[config.mk]
export PLATFORM = sky130hd
export DESIGN_NAME = inst_fetch_ctrl_flat
export DESIGN_NICKNAME = d
export VERILOG_FILES = /design/src/rtl/fetch_pkg.sv /design/src/rtl/inst_fetch_ctrl_if.sv /design/src/rtl/fetch_fifo.sv /design/src/rtl/inst_fetch_ctrl.sv /design/src/flat_wrapper.sv
export SDC_FILE = /design/constraint.sdc
export NUM_CORES = 1
export LEC_CHECK = 0
export CAP_MARGIN = 20
export CORE_ASPECT_RATIO = 0.7
export CORE_UTILIZATION = 41
export DETAILED_ROUTE_END_ITERATION = 16
export PLACE_DENSITY_LB_ADDON = 0.2
export SLEW_MARGIN = 40
export SYNTH_ARGS = -nofsm -noshare
export SYNTH_HDL_FRONTEND = slang
export SYNTH_SLANG_ARGS = --single-unit
[constraint.sdc]
create_clock -name clk -period 9.7 [get_ports clk]
set_clock_uncertainty 0.1 [all_clocks]
set_input_delay 1.94 -clock clk [delete_from_list [all_inputs] [get_ports clk]]
set_output_delay 1.94 -clock clk [all_outputs]
set_load 0.01 [all_outputs]
[src/rtl/fetch_pkg.sv]
// Shared types for the instruction fetch controller: FSM states, widths and
// the {pc, inst} entry that is buffered between ROM and decode.
package fetch_pkg;

  localparam int PC_W       = 64;
  localparam int INST_W     = 32;
  localparam int INST_BYTES = 4;

  typedef enum logic [1:0] {
    IDLE  = 2'd0,
    REQ   = 2'd1,
    FAULT = 2'd2
  } fetch_state_e;

  typedef struct packed {
    logic [PC_W-1:0]   pc;
    logic [INST_W-1:0] inst;
  } fetch_entry_t;

endpackage

[src/rtl/inst_fetch_ctrl_if.sv]
// Bundle of the ROM, redirect, decode and perf signals of the fetch controller.
// The master modport is the fetch controller's view, slave is the environment's.
interface inst_fetch_ctrl_if;

  logic                          rom_ce;
  logic [fetch_pkg::PC_W-1:0]    rom_addr;
  logic                          rom_valid;
  logic [fetch_pkg::INST_W-1:0]  rom_inst;
  logic                          redirect;
  logic [fetch_pkg::PC_W-1:0]    redirect_pc;
  logic                          id_valid;
  logic                          id_ready;
  logic [fetch_pkg::PC_W-1:0]    id_pc;
  logic [fetch_pkg::INST_W-1:0]  id_inst;
  logic                          fetch_fault;
  logic [31:0]                   perf_fetched;
  logic [31:0]                   perf_wait;

  modport master (
    output rom_ce, rom_addr, id_valid, id_pc, id_inst, fetch_fault,
           perf_fetched, perf_wait,
    input  rom_valid, rom_inst, redirect, redirect_pc, id_ready
  );

  modport slave (
    input  rom_ce, rom_addr, id_valid, id_pc, id_inst, fetch_fault,
           perf_fetched, perf_wait,
    output rom_valid, rom_inst, redirect, redirect_pc, id_ready
  );

endinterface

[src/rtl/fetch_fifo.sv]
// Synchronous FIFO of fetch entries; flush (and rst) empty it and win over
// push/pop. The head reads as zero while the FIFO is empty.
module fetch_fifo
  import fetch_pkg::*;
#(
  parameter int DEPTH = 4
) (
  input  logic                   clk,
  input  logic                   rst,
  input  logic                   i_flush,
  input  logic                   i_push,
  input  fetch_entry_t           i_push_data,
  input  logic                   i_pop,
  output logic [$clog2(DEPTH):0] o_count,
  output fetch_entry_t           o_head,
  output logic                   o_empty
);

  localparam int PW = $clog2(DEPTH);
  localparam logic [PW:0] FULL_CNT = DEPTH[PW:0];

  fetch_entry_t  r_mem [DEPTH];
  logic [PW-1:0] r_wr_ptr;
  logic [PW-1:0] r_rd_ptr;
  logic [PW:0]   r_count;
  logic          w_push;
  logic          w_pop;

  assign o_empty = (r_count == '0);
  assign w_push  = i_push && (r_count != FULL_CNT);
  assign w_pop   = i_pop && !o_empty;
  assign o_count = r_count;
  assign o_head  = o_empty ? '0 : r_mem[r_rd_ptr];

  always_ff @(posedge clk) begin
    if (w_push) begin
      r_mem[r_wr_ptr] <= i_push_data;
    end
  end

  // Pointers wrap naturally because DEPTH is a power of two.
  always_ff @(posedge clk) begin
    if (rst || i_flush) begin
      r_wr_ptr <= '0;
      r_rd_ptr <= '0;
      r_count  <= '0;
    end else begin
      if (w_push) r_wr_ptr <= r_wr_ptr + 1'b1;
      if (w_pop)  r_rd_ptr <= r_rd_ptr + 1'b1;
      r_count <= r_count + {{PW{1'b0}}, w_push} - {{PW{1'b0}}, w_pop};
    end
  end

endmodule

[src/rtl/inst_fetch_ctrl.sv]
// Instruction fetch controller: owns the PC, requests words from the ROM,
// buffers {pc, inst} for decode and handles redirects. FETCH_PERF_CNT_EN adds perf counters.
module inst_fetch_ctrl
  import fetch_pkg::*;
#(
  parameter logic [63:0] RESET_PC   = 64'h0,
  parameter int          FIFO_DEPTH = 4
) (
  input  logic              clk,
  input  logic              rst,
  inst_fetch_ctrl_if.master io_bus
);

  localparam int CW = $clog2(FIFO_DEPTH) + 1;
  localparam logic [CW-1:0] DEPTH_CNT = CW'(FIFO_DEPTH);
  localparam logic [CW-1:0] LAST_CNT  = CW'(FIFO_DEPTH - 1);

  fetch_state_e    r_state;
  fetch_state_e    w_next_state;
  logic [PC_W-1:0] r_pc;
  logic [PC_W-1:0] w_next_pc;
  logic            r_fault;
  logic            w_next_fault;
  logic            w_push;
  logic            w_pop;
  logic            w_flush;
  logic            w_empty;
  logic [CW-1:0]   w_count;
  logic [CW-1:0]   w_count_pop;
  fetch_entry_t    w_push_entry;
  fetch_entry_t    w_head;

  assign w_pop        = !w_empty && io_bus.id_ready;
  assign w_count_pop  = w_count - {{(CW-1){1'b0}}, w_pop};
  assign w_push_entry = '{pc: r_pc, inst: io_bus.rom_inst};

  fetch_fifo #(.DEPTH(FIFO_DEPTH)) u_fifo (
    .clk        (clk),
    .rst        (rst),
    .i_flush    (w_flush),
    .i_push     (w_push),
    .i_push_data(w_push_entry),
    .i_pop      (w_pop),
    .o_count    (w_count),
    .o_head     (w_head),
    .o_empty    (w_empty)
  );

  // Occupancy decisions use the post-pop count so a freed slot restarts fetch at once.
  always_comb begin
    w_next_state = r_state;
    w_next_pc    = r_pc;
    w_next_fault = r_fault;
    w_push       = 1'b0;
    w_flush      = 1'b0;
    if (io_bus.redirect) begin
      w_flush   = 1'b1;
      w_next_pc = io_bus.redirect_pc;
      if (io_bus.redirect_pc[1:0] == 2'b00) begin
        w_next_state = REQ;
        w_next_fault = 1'b0;
      end else begin
        w_next_state = FAULT;
        w_next_fault = 1'b1;
      end
    end else begin
      case (r_state)
        IDLE: begin
          if (w_count_pop < DEPTH_CNT) w_next_state = REQ;
        end
        REQ: begin
          if (io_bus.rom_valid) begin
            w_push    = 1'b1;
            w_next_pc = r_pc + PC_W'(INST_BYTES);
            if (w_count_pop >= LAST_CNT) w_next_state = IDLE;
          end
        end
        FAULT:   w_next_state = FAULT;
        default: w_next_state = IDLE;
      endcase
    end
  end

  always_ff @(posedge clk) begin
    if (rst) begin
      r_state <= IDLE;
      r_pc    <= RESET_PC;
      r_fault <= 1'b0;
    end else begin
      r_state <= w_next_state;
      r_pc    <= w_next_pc;
      r_fault <= w_next_fault;
    end
  end

  assign io_bus.rom_ce      = (r_state == REQ);
  assign io_bus.rom_addr    = r_pc;
  assign io_bus.id_valid    = !w_empty;
  assign io_bus.id_pc       = w_head.pc;
  assign io_bus.id_inst     = w_head.inst;
  assign io_bus.fetch_fault = r_fault;

`ifdef FETCH_PERF_CNT_EN
  logic [31:0] r_perf_fetched;
  logic [31:0] r_perf_wait;

  // Redirects leave the counters alone; only rst clears them.
  always_ff @(posedge clk) begin
    if (rst) begin
      r_perf_fetched <= '0;
      r_perf_wait    <= '0;
    end else begin
      if (w_push) r_perf_fetched <= r_perf_fetched + 32'd1;
      if ((r_state == REQ) && !io_bus.rom_valid) r_perf_wait <= r_perf_wait + 32'd1;
    end
  end

  assign io_bus.perf_fetched = r_perf_fetched;
  assign io_bus.perf_wait    = r_perf_wait;
`else
  assign io_bus.perf_fetched = '0;
  assign io_bus.perf_wait    = '0;
`endif

endmodule

[src/flat_wrapper.sv]
// flat-port wrapper written by rule: the top's interface ports become plain ports
module inst_fetch_ctrl_flat import fetch_pkg::*;
#(
  parameter logic [63:0] RESET_PC   = 64'h0,
  parameter int          FIFO_DEPTH = 4
)
  (clk, rst, io_bus_rom_ce, io_bus_rom_addr, io_bus_id_valid, io_bus_id_pc, io_bus_id_inst, io_bus_fetch_fault, io_bus_perf_fetched, io_bus_perf_wait, io_bus_rom_valid, io_bus_rom_inst, io_bus_redirect, io_bus_redirect_pc, io_bus_id_ready);
  inst_fetch_ctrl_if io_bus_i ();
  input  logic clk;
  input  logic rst;
  output wire logic [$bits(io_bus_i.rom_ce)-1:0] io_bus_rom_ce;
  output wire logic [$bits(io_bus_i.rom_addr)-1:0] io_bus_rom_addr;
  output wire logic [$bits(io_bus_i.id_valid)-1:0] io_bus_id_valid;
  output wire logic [$bits(io_bus_i.id_pc)-1:0] io_bus_id_pc;
  output wire logic [$bits(io_bus_i.id_inst)-1:0] io_bus_id_inst;
  output wire logic [$bits(io_bus_i.fetch_fault)-1:0] io_bus_fetch_fault;
  output wire logic [$bits(io_bus_i.perf_fetched)-1:0] io_bus_perf_fetched;
  output wire logic [$bits(io_bus_i.perf_wait)-1:0] io_bus_perf_wait;
  input wire logic [$bits(io_bus_i.rom_valid)-1:0] io_bus_rom_valid;
  input wire logic [$bits(io_bus_i.rom_inst)-1:0] io_bus_rom_inst;
  input wire logic [$bits(io_bus_i.redirect)-1:0] io_bus_redirect;
  input wire logic [$bits(io_bus_i.redirect_pc)-1:0] io_bus_redirect_pc;
  input wire logic [$bits(io_bus_i.id_ready)-1:0] io_bus_id_ready;
  assign io_bus_rom_ce = io_bus_i.rom_ce;
  assign io_bus_rom_addr = io_bus_i.rom_addr;
  assign io_bus_id_valid = io_bus_i.id_valid;
  assign io_bus_id_pc = io_bus_i.id_pc;
  assign io_bus_id_inst = io_bus_i.id_inst;
  assign io_bus_fetch_fault = io_bus_i.fetch_fault;
  assign io_bus_perf_fetched = io_bus_i.perf_fetched;
  assign io_bus_perf_wait = io_bus_i.perf_wait;
  assign io_bus_i.rom_valid = io_bus_rom_valid;
  assign io_bus_i.rom_inst = io_bus_rom_inst;
  assign io_bus_i.redirect = io_bus_redirect;
  assign io_bus_i.redirect_pc = io_bus_redirect_pc;
  assign io_bus_i.id_ready = io_bus_id_ready;
  inst_fetch_ctrl #(.RESET_PC(RESET_PC), .FIFO_DEPTH(FIFO_DEPTH)) u_core (.clk(clk), .rst(rst), .io_bus(io_bus_i));
endmodule
==> flow_summary.toml <==
[outcome]
status = "finished clean"

[drt]
wl_per_cell_um = 23.2
vias = 11500
ant_nets = 0
drt-initial-drc-count = 1016
firstDrtPassIters = 6
vias_per_cell = 5.44
drc = 0
wirelength_mm = 48.9

[die]
core_area_um2 = 46500
io_pins = 328
rows = 66
start_util = 0.416
die_w_um = 261
dieHeight_um = 184
die_area_um2 = 48000

[job]
max_cap_viol_count = 0

[cells_and_area]
area_growth_pct = 23.2
fin_util = 0.512
num-fill-cells = 3875
fin_nets = 1578
drive_gt1_frac = 0.130
fin_cells = 2110

[global_routing]
track_usage = 0.203
first_global_vias = 11200
grt_pass1_wl_mm = 71.8
gr-total-overflow = 0
antenna_found_initial = 2
grt_max_degree = 68

[clocking]
cts_tree = "built"
htree_levels = 2
ctsHoldBuffers = 0
root_buffer = "clkbuf_16"
cts_resized = 0
numClockSinks = 460
cts-buffers-inserted = 44
clk-insertion-delay-late_ns = 0.56
postCtsSetupRepairBufs = 0
path_clk_slew_ns = 0.06
ctsLongestPathBuffers = 3

[power]
power.leakage_uw = 0.00757
powerDensity_nw_per_um2 = 175
peakVddDrop_mv = 0.102

[synth]
synthTopCellsByArea = "edfxtp_1 (60%), mux4_2 (11%), dfxtp_1 (7.9%)"
synth-seq-area-share = 0.676
yosysTopAreaCellShare = 0.597
yosysTopAreaCell = "edfxtp_1"
synth_area_um2 = 19300
synthArstFlopShare = 0
synthesis.instances = 1208
ys_types = 55
synth_edf_count = 384
synth.avg_cell_area_um2 = 16.0
yosysWarnings = 0
yosysMostFrequentCell = "edfxtp_1"
synth-seq-cells = 460
synthFlopType = "edfxtp_1"
netlist_top_cells_count = "edfxtp_1 (384), and2_1 (107), mux4_2 (96)"

[setup_path]
r2r_start = "u_core.io_bus.rom_addr[3]"
endpoint_kind = "primary output"
start_kind = "flop"
crit_arrival_ns = 3.38
rr_worst_depth = 6
crit_type = "reg -> out"
r2r-end = "u_core.io_bus.rom_addr[58]"
crit_required_ns = 7.66
crit_fanout = 32
regToRegSetupSlack_ns = 6.44

[timing]
rsz0062_at_grt = "false"
hold_slack_ns = 0.395
post-route-period-util = 0.559
relSlewSlack = 0.455
slew_violations = 0
hold_viol_final = 0
tns_ns = 0
report.final.setup_viol = 0
tightest_slew_ns = 0.809
setup_ws_ns = 4.28
fin_crit_ns = 5.42
max_freq_mhz = 184

[hold_path]
worstHoldPathCells = 2
whs_endpoint = "u_core.io_bus.fetch_fault"
hold_class = "reg -> reg"
worstHoldStart = "u_core.io_bus.fetch_fault"

[placed_design]
place_congestion = 0.775
preCtsSetupSlack_ns = 4.28
numPortBuffers = 263
placedCellCount = 2033
dp.final_hpwl_mm = 32.0
per-stage QoR:
step / cell area [µm²] / total power, µW
floorplan: 19600 / 2370
finish: 23800 / 4160
CTS: 23800 / 4200
global placement: 22300 / 2520
global route: 23800 / 4290
detailed placement: 22400 / 2520
registers in the layout (all words and copies together) (netlist names), named ones only:
signal,cells
u_core.io_bus.fetch_fault,1
u_core.u_fifo.r_wr_ptr,2
u_core.r_state,2
u_core.u_fifo.o_count,3
u_core.io_bus.rom_addr,64
u_core.u_fifo.r_rd_ptr,2
u_core.u_fifo.r_mem,384
worst max path at each step:
stage                     startpoint                          to  slack (ns)  cells after the start
finish                          flop            io_bus_id_pc[10]        4.28                      4
global placement    io_bus_rom_valid  u_core.u_fifo.r_mem[1][57]        4.13                      5
floorplan           io_bus_rom_valid   u_core.u_fifo.r_mem[0][0]        4.11                      3
CTS                             flop           io_bus_id_inst[1]        4.09                      4
global route                    flop            io_bus_id_pc[16]        4.01                      4
detailed placement  io_bus_rom_valid  u_core.u_fifo.r_mem[0][87]        4.28                      5
routing by layer:
metal | track usage | wire (µm) | vias to the layer above
met3 | 0.0324 | 2710 | 78
li1 | - | - | 5114
met5 | 0 | 0 | -
met2 | 0.311 | 22500 | 386
met1 | 0.297 | 22300 | 5902
met4 | 0.0637 | 1380 | 0
placed cells by master (no fill, tap or decap), types with 6 or more instances in the layout:
cell type / instances
xor2_1: 10
xnor2_1: 30
nand2_1: 40
clkdlybuf4s50_1: 261
inv_1: 19
clkbuf_1: 9
dfxtp_1: 74
o21ai_0: 6
nor3_1: 15
nand3_1: 23
conb_1: 64
and3_1: 8
clkbuf_16: 45
nand4_1: 23
or4_1: 14
nor4_1: 18
a211oi_1: 28
clkinv_1: 7
o31ai_1: 12
buf_4: 8
clkinv_2: 8
ha_1: 9
and2_1: 103
a21oi_1: 11
mux4_2: 96
a311oi_1: 17
mux2i_1: 6
and4_1: 14
nor2_1: 64
edfxtp_1: 384
worst max-delay path, stage by stage (launching register included):
cell and delay (ns):
dfxtp_4 0.81, buf_4 0.67, mux4_2 0.65, and2_1 0.19, clkdlybuf4s50_1 0.47
final cells by class:
cell class / instances / area [µm²] / area share
clock buffers: 54 / 1160 / 0.0487
clock inverters: 21 / 213 / 0.00894
multi-input cells: 662 / 5710 / 0.240
well taps: 612 / 766 / 0.0322
repair buffers: 278 / 2800 / 0.118
flip-flops and latches: 460 / 13100 / 0.549
diodes: 2 / 5.00 / 0.000210
inverters: 21 / 80.1 / 0.00336
kinds of logic after synthesis:
kind of cell,synth area share
AND/OR/NAND/NOR,0.105
adder cells (fa/ha/maj),0.00686
multiplexers,0.115
other,0.000194
buffers and inverters,0.0422
flip-flops,0.676
XOR/XNOR,0.0181
AO/OA/AOI/OAI,0.0368
power by group:
part           total [µW]  switching, µW  leakage, µW  internal (µW)
registers            2230           60.4      0.00413           2170
clock network        1680            721     0.000669            956
logic                 248            118      0.00276            130
(Power assumes the default switching activity.)
